--- config.mk ---
export PLATFORM = sky130hd
export DESIGN_NAME = i2c_master_seq
export DESIGN_NICKNAME = d
export VERILOG_FILES = /design/src/rtl/i2c_pkg.sv /design/src/rtl/i2c_phase_gen.sv /design/src/rtl/i2c_master_seq.sv
export SDC_FILE = /design/constraint.sdc
export NUM_CORES = 1
export LEC_CHECK = 0
export CORE_ASPECT_RATIO = 1.4
export CORE_MARGIN = 1
export CORE_UTILIZATION = 30
export CTS_BUF_LIST = sky130_fd_sc_hd__clkbuf_16
export DETAILED_ROUTE_END_ITERATION = 6
export REMOVE_ABC_BUFFERS = 1
export SYNTH_ARGS = -nofsm -noshare
export SYNTH_HDL_FRONTEND = slang
export SYNTH_SLANG_ARGS = --single-unit
--- constraint.sdc ---
create_clock -name clk -period 2.8 [get_ports clk]
set_input_delay 0.42 -clock clk [delete_from_list [all_inputs] [get_ports clk]]
set_output_delay 0.42 -clock clk [all_outputs]
set_load 0.01 [all_outputs]
--- src/rtl/i2c_pkg.sv ---
// Shared types and default timing constants for the single-byte I2C master sequencer.
package i2c_pkg;

    localparam int DEF_DIVIDER = 6500;
    localparam int DEF_CBITS   = 15;

    typedef enum logic [3:0] {
        S_IDLE,
        S_START,
        S_ADDR,
        S_AACK,
        S_WRITE,
        S_WACK,
        S_READ,
        S_RNACK,
        S_STOP
    } state_t;

    typedef enum logic [1:0] {
        Q0,
        Q1,
        Q2,
        Q3
    } quarter_t;

endpackage

--- src/rtl/i2c_phase_gen.sv ---
// Quarter-phase bit timer: counter, wrap, update/sample strobes and SCL stretch hold.
// Stretch hold is compiled in only when I2C_STRETCH_EN is defined.
module i2c_phase_gen
    import i2c_pkg::*;
#(
    parameter int DIVIDER = DEF_DIVIDER,
    parameter int CBITS   = DEF_CBITS
) (
    input  logic     clk,
    input  logic     rst,
    input  logic     i_run,
    input  logic     i_stretch_ok,
    input  logic     i_scl_in,
    output quarter_t o_q,
    output logic     o_wrap,
    output logic     o_upd,
    output logic     o_smp
);

    localparam logic [CBITS-1:0] C_Q1   = CBITS'(DIVIDER);
    localparam logic [CBITS-1:0] C_Q2   = CBITS'(2 * DIVIDER);
    localparam logic [CBITS-1:0] C_Q3   = CBITS'(3 * DIVIDER);
    localparam logic [CBITS-1:0] C_LAST = CBITS'(4 * DIVIDER - 1);

    logic [CBITS-1:0] r_cnt;
    logic             w_hold;

`ifdef I2C_STRETCH_EN
    // A slave holding SCL low at the start of the high phase freezes the bit timer.
    assign w_hold = i_run && i_stretch_ok && (r_cnt == C_Q2) && !i_scl_in;
`else
    logic w_unused_stretch;
    assign w_unused_stretch = i_scl_in ^ i_stretch_ok;
    assign w_hold           = 1'b0;
`endif

    always_ff @(posedge clk) begin
        if (rst || !i_run) begin
            r_cnt <= '0;
        end else if (w_hold) begin
            r_cnt <= r_cnt;
        end else if (r_cnt == C_LAST) begin
            r_cnt <= '0;
        end else begin
            r_cnt <= r_cnt + 1'b1;
        end
    end

    always_comb begin
        if (r_cnt < C_Q1) begin
            o_q = Q0;
        end else if (r_cnt < C_Q2) begin
            o_q = Q1;
        end else if (r_cnt < C_Q3) begin
            o_q = Q2;
        end else begin
            o_q = Q3;
        end
    end

    assign o_wrap = i_run && (r_cnt == C_LAST);
    assign o_upd  = i_run && (r_cnt == C_Q1);
    assign o_smp  = i_run && (r_cnt == C_Q3);

endmodule

--- src/rtl/i2c_master_seq.sv ---
// Single-byte I2C master: command handshake, START/addr/data/ACK/STOP sequencing, response.
// Optional clock-stretch support is selected with I2C_STRETCH_EN (see i2c_phase_gen).
module i2c_master_seq
    import i2c_pkg::*;
#(
    parameter int DIVIDER = DEF_DIVIDER,
    parameter int CBITS   = DEF_CBITS
) (
    input  logic       clk,
    input  logic       rst,
    input  logic       cmd_valid,
    output logic       cmd_ready,
    input  logic [6:0] cmd_addr,
    input  logic       cmd_rw,
    input  logic [7:0] cmd_wdata,
    output logic       rsp_valid,
    output logic       rsp_nack,
    output logic [7:0] rsp_rdata,
    output logic       busy,
    output logic       scl_oe,
    output logic       sda_oe,
    input  logic       scl_in,
    input  logic       sda_in
);

    state_t     r_state;
    state_t     w_state_nxt;
    quarter_t   w_q;
    logic       w_wrap;
    logic       w_upd;
    logic       w_smp;
    logic       w_run;
    logic       w_stretch_ok;
    logic       w_accept;
    logic       w_last_bit;
    logic       w_done;
    logic       w_scl_low;

    logic [7:0] r_tx;
    logic [7:0] r_wdata;
    logic [7:0] r_rx;
    logic [2:0] r_bit;
    logic       r_rw;
    logic       r_nack;
    logic       r_drv;
    logic       r_rsp_valid;
    logic       r_rsp_nack;
    logic [7:0] r_rsp_rdata;

    assign w_run        = (r_state != S_IDLE);
    assign w_stretch_ok = (r_state != S_START);
    assign w_accept     = cmd_valid && cmd_ready;
    assign w_last_bit   = (r_bit == 3'd7);
    assign w_done       = (r_state == S_STOP) && w_wrap;
    assign w_scl_low    = (w_q == Q0) || (w_q == Q1);

    i2c_phase_gen #(
        .DIVIDER (DIVIDER),
        .CBITS   (CBITS)
    ) u_phase (
        .clk          (clk),
        .rst          (rst),
        .i_run        (w_run),
        .i_stretch_ok (w_stretch_ok),
        .i_scl_in     (scl_in),
        .o_q          (w_q),
        .o_wrap       (w_wrap),
        .o_upd        (w_upd),
        .o_smp        (w_smp)
    );

    always_ff @(posedge clk) begin
        if (rst) begin
            r_state <= S_IDLE;
        end else begin
            r_state <= w_state_nxt;
        end
    end

    always_comb begin
        w_state_nxt = r_state;
        case (r_state)
            S_IDLE:  if (w_accept) w_state_nxt = S_START;
            S_START: if (w_wrap) w_state_nxt = S_ADDR;
            S_ADDR:  if (w_wrap && w_last_bit) w_state_nxt = S_AACK;
            S_AACK:  if (w_wrap) w_state_nxt = r_nack ? S_STOP : (r_rw ? S_READ : S_WRITE);
            S_WRITE: if (w_wrap && w_last_bit) w_state_nxt = S_WACK;
            S_WACK:  if (w_wrap) w_state_nxt = S_STOP;
            S_READ:  if (w_wrap && w_last_bit) w_state_nxt = S_RNACK;
            S_RNACK: if (w_wrap) w_state_nxt = S_STOP;
            S_STOP:  if (w_wrap) w_state_nxt = S_IDLE;
            default: w_state_nxt = S_IDLE;
        endcase
    end

    // The cycle carrying rsp_valid is not an accept slot, so back-to-back commands start one cycle later.
    always_comb begin
        cmd_ready = (r_state == S_IDLE) && !rst && !r_rsp_valid;
        busy      = (r_state != S_IDLE);
        scl_oe    = 1'b0;
        sda_oe    = 1'b0;
        case (r_state)
            S_START: begin
                sda_oe = (w_q == Q2) || (w_q == Q3);
            end
            S_STOP: begin
                scl_oe = w_scl_low;
                sda_oe = (w_q != Q3);
            end
            S_ADDR, S_AACK, S_WRITE, S_WACK, S_READ, S_RNACK: begin
                scl_oe = w_scl_low;
                sda_oe = r_drv;
            end
            default: begin
                scl_oe = 1'b0;
                sda_oe = 1'b0;
            end
        endcase
    end

    // r_drv starts asserted so SDA stays low from START into the first address bit.
    always_ff @(posedge clk) begin
        if (w_accept) begin
            r_tx    <= {cmd_addr, cmd_rw};
            r_wdata <= cmd_wdata;
            r_rw    <= cmd_rw;
            r_nack  <= 1'b0;
            r_rx    <= 8'd0;
            r_bit   <= 3'd0;
            r_drv   <= 1'b1;
        end else begin
            if (w_upd) begin
                case (r_state)
                    S_ADDR, S_WRITE:                 r_drv <= ~r_tx[7];
                    S_AACK, S_WACK, S_READ, S_RNACK: r_drv <= 1'b0;
                    default:                         r_drv <= r_drv;
                endcase
            end
            if (w_smp) begin
                case (r_state)
                    S_AACK, S_WACK: if (sda_in) r_nack <= 1'b1;
                    S_READ:         r_rx <= {r_rx[6:0], sda_in};
                    default:        r_rx <= r_rx;
                endcase
            end
            if (w_wrap) begin
                case (r_state)
                    S_ADDR, S_WRITE: begin
                        r_tx  <= r_tx << 1;
                        r_bit <= r_bit + 3'd1;
                    end
                    S_READ:  r_bit <= r_bit + 3'd1;
                    S_AACK:  r_tx  <= r_wdata;
                    default: r_bit <= r_bit;
                endcase
            end
        end
    end

    always_ff @(posedge clk) begin
        if (rst) begin
            r_rsp_valid <= 1'b0;
            r_rsp_nack  <= 1'b0;
            r_rsp_rdata <= 8'd0;
        end else begin
            r_rsp_valid <= w_done;
            if (w_done) begin
                r_rsp_nack  <= r_nack;
                r_rsp_rdata <= r_rx;
            end else if (w_accept) begin
                r_rsp_nack  <= 1'b0;
                r_rsp_rdata <= 8'd0;
            end
        end
    end

    assign rsp_valid = r_rsp_valid;
    assign rsp_nack  = r_rsp_nack;
    assign rsp_rdata = r_rsp_rdata;

endmodule

== Yosys cells after proc, flatten, opt, wreduce, memory -nomap -nowiden ==
Cells that the tools add are included.

* Register bits: 59
* Bits of input ports: 21
* Logic and storage cells: 101

* Add/subtract/negate cells: 2
* Magnitude comparators: 3
* Equality and inequality tests: 24
* Mux-type cells: 24
* Bitwise operators: 1
* Reductions and logical operators: 35

{| class="wikitable"
|+ Operator list
! kind !! count
|-
| 2-to-1 mux 4 bit || 9
|-
| 2-to-1 mux 8 bit || 4
|-
| one-hot mux 4 bit (8 select lines) || 1
|-
| == test 15 bit (second input constant) || 2
|-
| == test 4 x 3 -> 1 bit (second input constant) || 4
|-
| inequality test 2 bit (second input constant) || 8
|-
| one-hot mux 8 bit (2 select lines) || 1
|-
| adder 15 x 1 -> 15 bit (second input constant) || 1
|-
| == test 15 x 13 -> 1 bit (second input constant) || 1
|-
| less-than comparator 15 x 13 -> 1 bit (second input constant) || 1
|-
| less-than comparator 15 x 14 -> 1 bit (second input constant) || 1
|-
| less-than comparator 15 bit (second input constant) || 1
|-
| == test 4 x 2 -> 1 bit (second input constant) || 2
|-
| logical AND 1 bit || 8
|-
| AND reduction 2 bit || 4
|-
| AND reduction 8 bit || 1
|-
| OR reduction 2 bit || 4
|-
| OR reduction 7 bit || 1
|-
| 2-to-1 mux 2 bit || 3
|-
| nonzero test 2 bit || 3
|-
| OR reduction 6 bit || 1
|-
| == test 2 bit (second input constant) || 2
|-
| == test 4 x 1 -> 1 bit (second input constant) || 1
|-
| == test 4 bit (second input constant) || 1
|-
| other kinds (17) || 24
|}

== Logic depth before layout (Yosys ltp) ==
Gate-level depths: netlist of the first run.

* Depth in word-level cells: 7
* Depth in mapped cells: 7
* Mapped depth without buffers: 6

== By module ==
A second synthesis of the first run with hierarchy kept.

* Cell total of the unflattened synthesis: 298
* Area total of the unflattened synthesis: 2977.9 sq um

{| class="wikitable"
|+ By module, submodules not included
! module !! times used !! cells each !! area each (sq um) !! seq. area each (sq um)
|-
| i2c_master_seq || 1 || 181 || 2042.0 || 1051.0
|-
| i2c_phase_gen || 1 || 117 || 935.9 || 300.3
|}

== Worst setup path before layout of the first run ==
Ideal clock, no wire load.

* Path type: register to register
* From: reg u_phase.r_cnt[6]
* To: reg r_tx[0], enable pin
* Setup time: 0.375 ns
* Arrival time: 2.334 ns
* Data required time: 2.425 ns
* Slack: 0.091 ns
* Stages on the path, launching flop included: 7
* Path buffers: 2
* Clock period less this slack: 2.709 ns
* Cells stage by stage: dfxtp_1 -> buf_2 -> or4_4 -> nor4_2 -> clkbuf_1 -> o21ai_0 -> a21oi_1

* Cells in the longest elaborated chain, start to end: 4

{| class="wikitable"
|+ Ends and longest elaborated chain
! item !! line !! source
|-
| start: declaration || i2c_phase_gen.sv:25 || <nowiki>logic [CBITS-1:0] r_cnt;</nowiki>
|-
| start signal: assignment || i2c_phase_gen.sv:41 || <nowiki>r_cnt <= r_cnt;</nowiki>
|-
| start signal: assignment || i2c_phase_gen.sv:45 || <nowiki>r_cnt <= r_cnt + 1'b1;</nowiki>
|-
| == test 15 bit || i2c_phase_gen.sv:61 || <nowiki>assign o_wrap = i_run && (r_cnt == C_LAST);</nowiki>
|-
| logical AND 1 bit || i2c_phase_gen.sv:61 ||
|-
| nonzero test 2 bit (no source line) || -- ||
|-
| AND reduction 2 bit (no source line) || -- ||
|-
| end signal: assignment || i2c_master_seq.sv:124 || <nowiki>r_tx <= {cmd_addr, cmd_rw};</nowiki>
|-
| end signal: assignment || i2c_master_seq.sv:149 || <nowiki>r_tx <= r_tx << 1;</nowiki>
|-
| end signal: assignment || i2c_master_seq.sv:153 || <nowiki>S_AACK: r_tx <= r_wdata;</nowiki>
|-
| end: declaration || i2c_master_seq.sv:39 || <nowiki>logic [7:0] r_tx;</nowiki>
|}

No other way between the ends.
A chain may end at the register's enable or synchronous reset.

== Worst setup path after layout of the first run ==
* From: reg r_state[1]
* To: out sda_oe

* Cells in the longest elaborated chain, start to end: 3
* Elaborated cells between the ends (all ways): 10
* Those cells by class: eq/ne (8); mux (1); reduce/logical (1)

{| class="wikitable"
|+ Ends and longest elaborated chain
! item !! line !! source
|-
| start: declaration || i2c_master_seq.sv:26 || <nowiki>state_t r_state;</nowiki>
|-
| start signal: assignment || i2c_master_seq.sv:76 || <nowiki>r_state <= w_state_nxt;</nowiki>
|-
| == test 4 x 3 -> 1 bit or == test 4 x 2 -> 1 bit (tied branches) || i2c_master_seq.sv:102 || <nowiki>case (r_state)</nowiki>
|-
| OR reduction 6 bit || -- ||
|-
| one-hot mux 1 bit (3 select lines) * || i2c_master_seq.sv:102 ||
|-
| end: declaration || i2c_master_seq.sv:21 || <nowiki>output logic sda_oe,</nowiki>
|}

Mark *: on every way between the ends. The rest lies on a longest branch, timed or not.

==> results.toml, run 1 <==
[cts]
path_clk_slew_ns = 0.05
cts_inserted_buffers = 9
clkLatencyLatePin_ns = 0.32
cts_hold_buffers = 0
htree_levels = 3
cts_sinks = 59
cts-root-buf = "clkbuf_16"
cts_tree = "yes"
clockBufferDepth = 2

[sta]
period_share = 0.9364
worst_pin_slew_ns = 0.5554
final-hold-violation-count = 0
max_freq_mhz = 381.4
setup_viol = 0
fin_hold_ws_ns = 0.4609
finalSetupTns_ns = 0
min_period_ns = 2.622
worst_slack_ns = 0.1781
rsz0062_at_grt = "false"
relSlewSlack = 0.6289
drv_slew = 0
fin_skew_ns = 0.003389

[final_layout]
layout.cells.non_filler = 443
layout-drive-gt1-share = 0.07738
final_util = 0.3871
n_antenna_cell = 0
syn_to_final_growth_pct = 23.42
nNetsFinal = 356
fin_area_um2 = 3535

[floorplanning]
initial_core_util = 0.3136
die_w_um = 84.58
ios = 35
fp-row-count = 41
core_region_area_um2 = 9131
die_area_um2 = 9947
die_h_um = 117.6

[place]
dp_worst_setup_slack_ns = 0.3644
dpl.hpwl_um = 4488
gp_congestion = 0.7965
io_buffers = 33
dp_cells = 427
placed_area_um2 = 3273

[synth]
synth-seq-area-share = 0.4718
synth_warnings = 0
ys_seq_elements = 59
syn_avg_cell_area_um2 = 9.359
synth_cells = 306
synth_flop_cell = "dfxtp_1"
synth_edf_count = 17
syn_area_um2 = 2864
yosysUniqueCellTypes = 43
synthArstFlopShare = 0

[global_routing]
grt_max_degree = 33
grt_first_pass_wirelength_um = 11070
grt_use_total = 0.1390
grt_overflow = 0
antenna_found_initial = 0
first_global_vias = 2342

[power]
p_leak_nw = 1.205
finalPower_mw = 1.960
ir_worst_vdd_uv = 340.0
p_per_area_nw_per_um2 = 554.6

[route]
drt_iter0_drc = 137
num_vias = 2272
routed_wl_um = 6441
drc = 0
wire_per_inst_um = 14.54
first_pass_iters = 6
ant_nets = 0
viasPerCell = 5.129

[run_status]
outcome = "finished, final reports clean"

[critical_path]
end_kind = "output pin"
start_kind = "flop"
path_max_fanout = 14
crit_type = "flop to output pin"
arrival_ns = 2.20
crit_required_ns = 2.38

[worst_hold_path]
hp-class = "flop to flop"

[flow_run]
drv_cap = 0
worst max-delay path, stage by stage, from the launching register on:
cell and delay (ns):
dfxtp_1 0.45, nor3_1 0.39, nand2_1 0.15, a31oi_1 0.18, a311o_1 0.16, clkdlybuf4s50_1 0.54
report_power, final:
part	switching (mW)	internal, mW	leakage (nW)
Sequential	0.0134	0.902	0.497
Combinational	0.0641	0.0592	0.569
Clock	0.344	0.578	0.140
Total	0.421	1.54	1.21
cell usage in the layout (no fill, tap or decap), types with 4 or more instances in the layout:
master           netlist  final
clkbuf_16              0      9
buf_4                  0      5
and2_1                 4      4
nor3_1                10     10
or3_1                  4      4
o21ai_0                7      7
dfxtp_1               42     42
nand2b_1               5      5
clkdlybuf4s50_1        0     33
mux2i_1               20     20
edfxtp_1              17     17
nor2_1                27     27
o211ai_1              10     10
a21oi_1               25     25
nand2_1               19     19
xnor2_1                4      4
inv_1                  8     11
nor3b_1                4      4
nand3_1               14     14
ha_1                   4      4
nor2b_1                4      4
xor2_1                 8      8
and3_1                 7      7
nand4_1                6      6
metal layers:
metal / track usage / vias up / share of wire
li1: - / 1150 / -
met1: 0.1637 / 1072 / 0.45
met2: 0.2383 / 39 / 0.50
met3: 0.03436 / 11 / 0.033
met4: 0.05826 / 0 / 0.017
met5: 0 / - / 0
cells by family (layout without fill, tap and decap cells):
| logic type | Yosys count | in the layout | share of synthesized area |
|---|---|---|---|
| AOI/OAI and AO/OA | 53 | 53 | 0.1158 |
| xor gates and xnor gates | 12 | 12 | 0.03670 |
| adders and majority gates | 5 | 5 | 0.02097 |
| buffers and inverters | 32 | 62 | 0.04281 |
| DFF | 59 | 59 | 0.4718 |
| muxes | 21 | 21 | 0.07514 |
| and+or+nand+nor | 124 | 124 | 0.2368 |
synthesized netlist by cell type, types with 2 or more instances:
master / count / area share
o211ai_1: 10 / 0.026
mux2i_1: 20 / 0.070
nor2b_1: 4 / 0.0087
or2_2: 2 / 0.0044
xor2_1: 8 / 0.024
nor4b_1: 2 / 0.0061
nand3b_1: 2 / 0.0052
xnor2_1: 4 / 0.012
a31oi_1: 3 / 0.0066
inv_1: 8 / 0.010
or4_4: 2 / 0.0079
dfxtp_1: 42 / 0.29
nor4_1: 3 / 0.0066
o21ai_0: 7 / 0.012
nor2_1: 27 / 0.035
clkbuf_1: 22 / 0.029
and3_1: 7 / 0.015
nand4_1: 6 / 0.013
nand4b_1: 3 / 0.0092
buf_2: 2 / 0.0035
nor3b_1: 4 / 0.010
and4_1: 3 / 0.0092
or3_1: 4 / 0.0087
nand3_1: 14 / 0.024
and2_1: 4 / 0.0087
nand2b_1: 5 / 0.011
edfxtp_1: 17 / 0.18
ha_1: 4 / 0.017
a21oi_1: 25 / 0.044
nand2_1: 19 / 0.025
o31ai_1: 2 / 0.0052
nor3_1: 10 / 0.017
path summary, 6_finish.rpt:
check | start | end | slack [ns] | cells after the start
worst max-delay path | r_state[1]$_SDFFE_PP0P_ | sda_oe | 0.18 | 5
worst min-delay path | r_rx[2]$_SDFFE_PP0P_ | rsp_rdata[2]$_SDFFE_PP0P_ | 0.46 | 2
worst max register to register | u_phase.r_cnt[4]$_SDFF_PP0_ | r_state[0]$_SDFFE_PP0P_ | 0.35 | 4
worst min register to register | r_rx[2]$_SDFFE_PP0P_ | rsp_rdata[2]$_SDFFE_PP0P_ | 0.46 | 2
what timing repair did:
item,in CTS,in global routing
endpoints found under the setup margin,0,1
buffers inserted,0,0
resized for setup,0,1
layout make-up:
class | count | area, um2
flip-flops and latches | 59 | 1351
multi-input cells | 215 | 1396
well taps | 107 | 133.9
clock inverters | 7 | 30.03
fillers | 929 | 5597
clock buffers | 9 | 225.2
repair buffers | 38 | 367.9
inverters | 8 | 30.03
state kept, by name (all words and copies together) (netlist names):
signal	cells
r_state	4
r_rx	8
r_rw	1
r_nack	1
rsp_rdata	8
r_wdata	8
r_bit	3
r_tx	8
u_phase.r_cnt	15
rsp_valid	1
r_drv	1
rsp_nack	1
Note: power is estimated with default switching activity, not from simulation.
==> inputs of run 2 (changes only) <==
==> constraint.sdc (replaced) <==
create_clock -name clk -period 2.7 [get_ports clk]
set_input_delay 0.405 -clock clk [delete_from_list [all_inputs] [get_ports clk]]
set_output_delay 0.405 -clock clk [all_outputs]
set_load 0.01 [all_outputs]
==> results.toml, run 2 (same netlist as run 1, synthesis figures left out) <==
[final_layout]
layout.cells.non_filler = 446
layout.area.seq_um2 = 1351
nFillCells = 942
mostFrequentLayoutCell = "dfxtp_1"
n_antenna_cell = 0
nNetsFinal = 359
syn_to_final_growth_pct = 26.08
final_cell_mix = "dfxtp_1, clkdlybuf4s50_1, nor2_1, a21oi_1, mux2i_1"
top_register = "u_phase.r_cnt"
largest_reg_flops = 15
multi_input_area_um2 = 1401
final_util = 0.3955
layout-drive-gt1-share = 0.09440

[sta]
worst_pin_slew_ns = 0.5089
fin_hold_ws_ns = 0.4618
min_period_ns = 2.573
max_freq_mhz = 388.7
drv_slew = 0
relSlewSlack = 0.6607
rsz0062_at_grt = "false"
final-hold-violation-count = 0
finalSetupTns_ns = 0
fin_skew_ns = 0.003272
period_share = 0.9528
setup_viol = 0

[place]
io_buffers = 33
dp_cells = 430
dpl.hpwl_um = 4447
gp_congestion = 0.8252

[run_status]
outcome = "finished, final reports clean"

[worst_hold_path]
hp-class = "flop to flop"

[critical_path]
max_stage_delay_ns = 0.49
cpMaxStageDelayCell = "clkdlybuf4s50_1"
end_kind = "output pin"
path_max_fanout = 13
start_kind = "flop"
crit_family = "simple AND/OR/NAND/NOR gates"
arrival_ns = 2.17
cp_cell_sequence = "nor2_1 > nor3b_1 > a311o_1 > clkdlybuf4s50_1"
cp_num_buf_inv = 1
crit_required_ns = 2.30
crit_type = "flop to output pin"

[route]
wire_per_inst_um = 14.42
ant_nets = 0
num_vias = 2280
routed_wl_um = 6433
first_pass_iters = 7
drc = 0
drt_iter0_drc = 173
viasPerCell = 5.112

[power]
p_per_area_nw_per_um2 = 614.3
p_leak_nw = 1.242
ir_worst_vdd_uv = 269.8
finalPower_mw = 2.218

[floorplanning]
die_w_um = 84.58
initial_core_util = 0.3136
ios = 35
core_region_area_um2 = 9131
die_h_um = 117.6
fp-row-count = 41
die_area_um2 = 9947

[cts]
cts-root-buf = "clkbuf_16"
cts_sinks = 59
htree_levels = 3
cts_setup_buffers = 0
cts_inserted_buffers = 9
clkLatencyLatePin_ns = 0.32
cts_hold_buffers = 0
path_clk_slew_ns = 0.05
cts_tree = "yes"
clockBufferDepth = 2
cts-resized-gates = 0

[global_routing]
grt_use_total = 0.1377
first_global_vias = 2233
grt_overflow = 0
grt_max_degree = 33
antenna_found_initial = 0
grt_first_pass_wirelength_um = 10690

[flow_run]
drv_cap = 0
## run 2: layout make-up
cell class,count,share of cell area
clock buffers,10,0.06930
clock inverters,6,0.01490
inverters,8,0.008316
multi-input cells,215,0.3881
flip-flops and latches,59,0.3742
well taps,107,0.03708
repair buffers,41,0.1081
## run 2: per-layer routing
layer,GRT usage,share of wire,vias to the layer above
li1,-,-,1157
met1,0.1645,0.44,1065
met4,0.06568,0.014,0
met2,0.2266,0.50,49
met5,0,0,-
met3,0.03787,0.040,9
## run 2: worst register-to-register path, stage by stage (launching register included)
cell,delay (ns)
dfxtp_1,0.38
or4_4,0.57
or4_4,0.55
o311a_4,0.43
mux2_4,0.30
## run 2: through the flow
step                      area, um2  worst slack (ns)
after floorplan                2771          -0.09936
after global placement         3296            0.3741
after detailed placement       3296            0.3298
after CTS                      3600           0.03368
after global routing           3611           0.03412
final                          3611            0.1274
## run 2: final timing paths
kind                                     from                         to  slack, ns  cells after the start
setup / recovery      r_state[2]$_SDFFE_PP0P_                     sda_oe       0.13                      4
hold / removal           r_rx[3]$_SDFFE_PP0P_  rsp_rdata[3]$_SDFFE_PP0P_       0.46                      2
setup reg to reg  u_phase.r_cnt[4]$_SDFF_PP0_    r_state[0]$_SDFFE_PP0P_       0.36                      4
hold reg to reg          r_rx[3]$_SDFFE_PP0P_  rsp_rdata[3]$_SDFFE_PP0P_       0.46                      2
## run 2: power breakdown
part,internal [mW],switching [mW]
Combinational,0.0626,0.0673
Sequential,0.935,0.0136
Clock,0.759,0.381
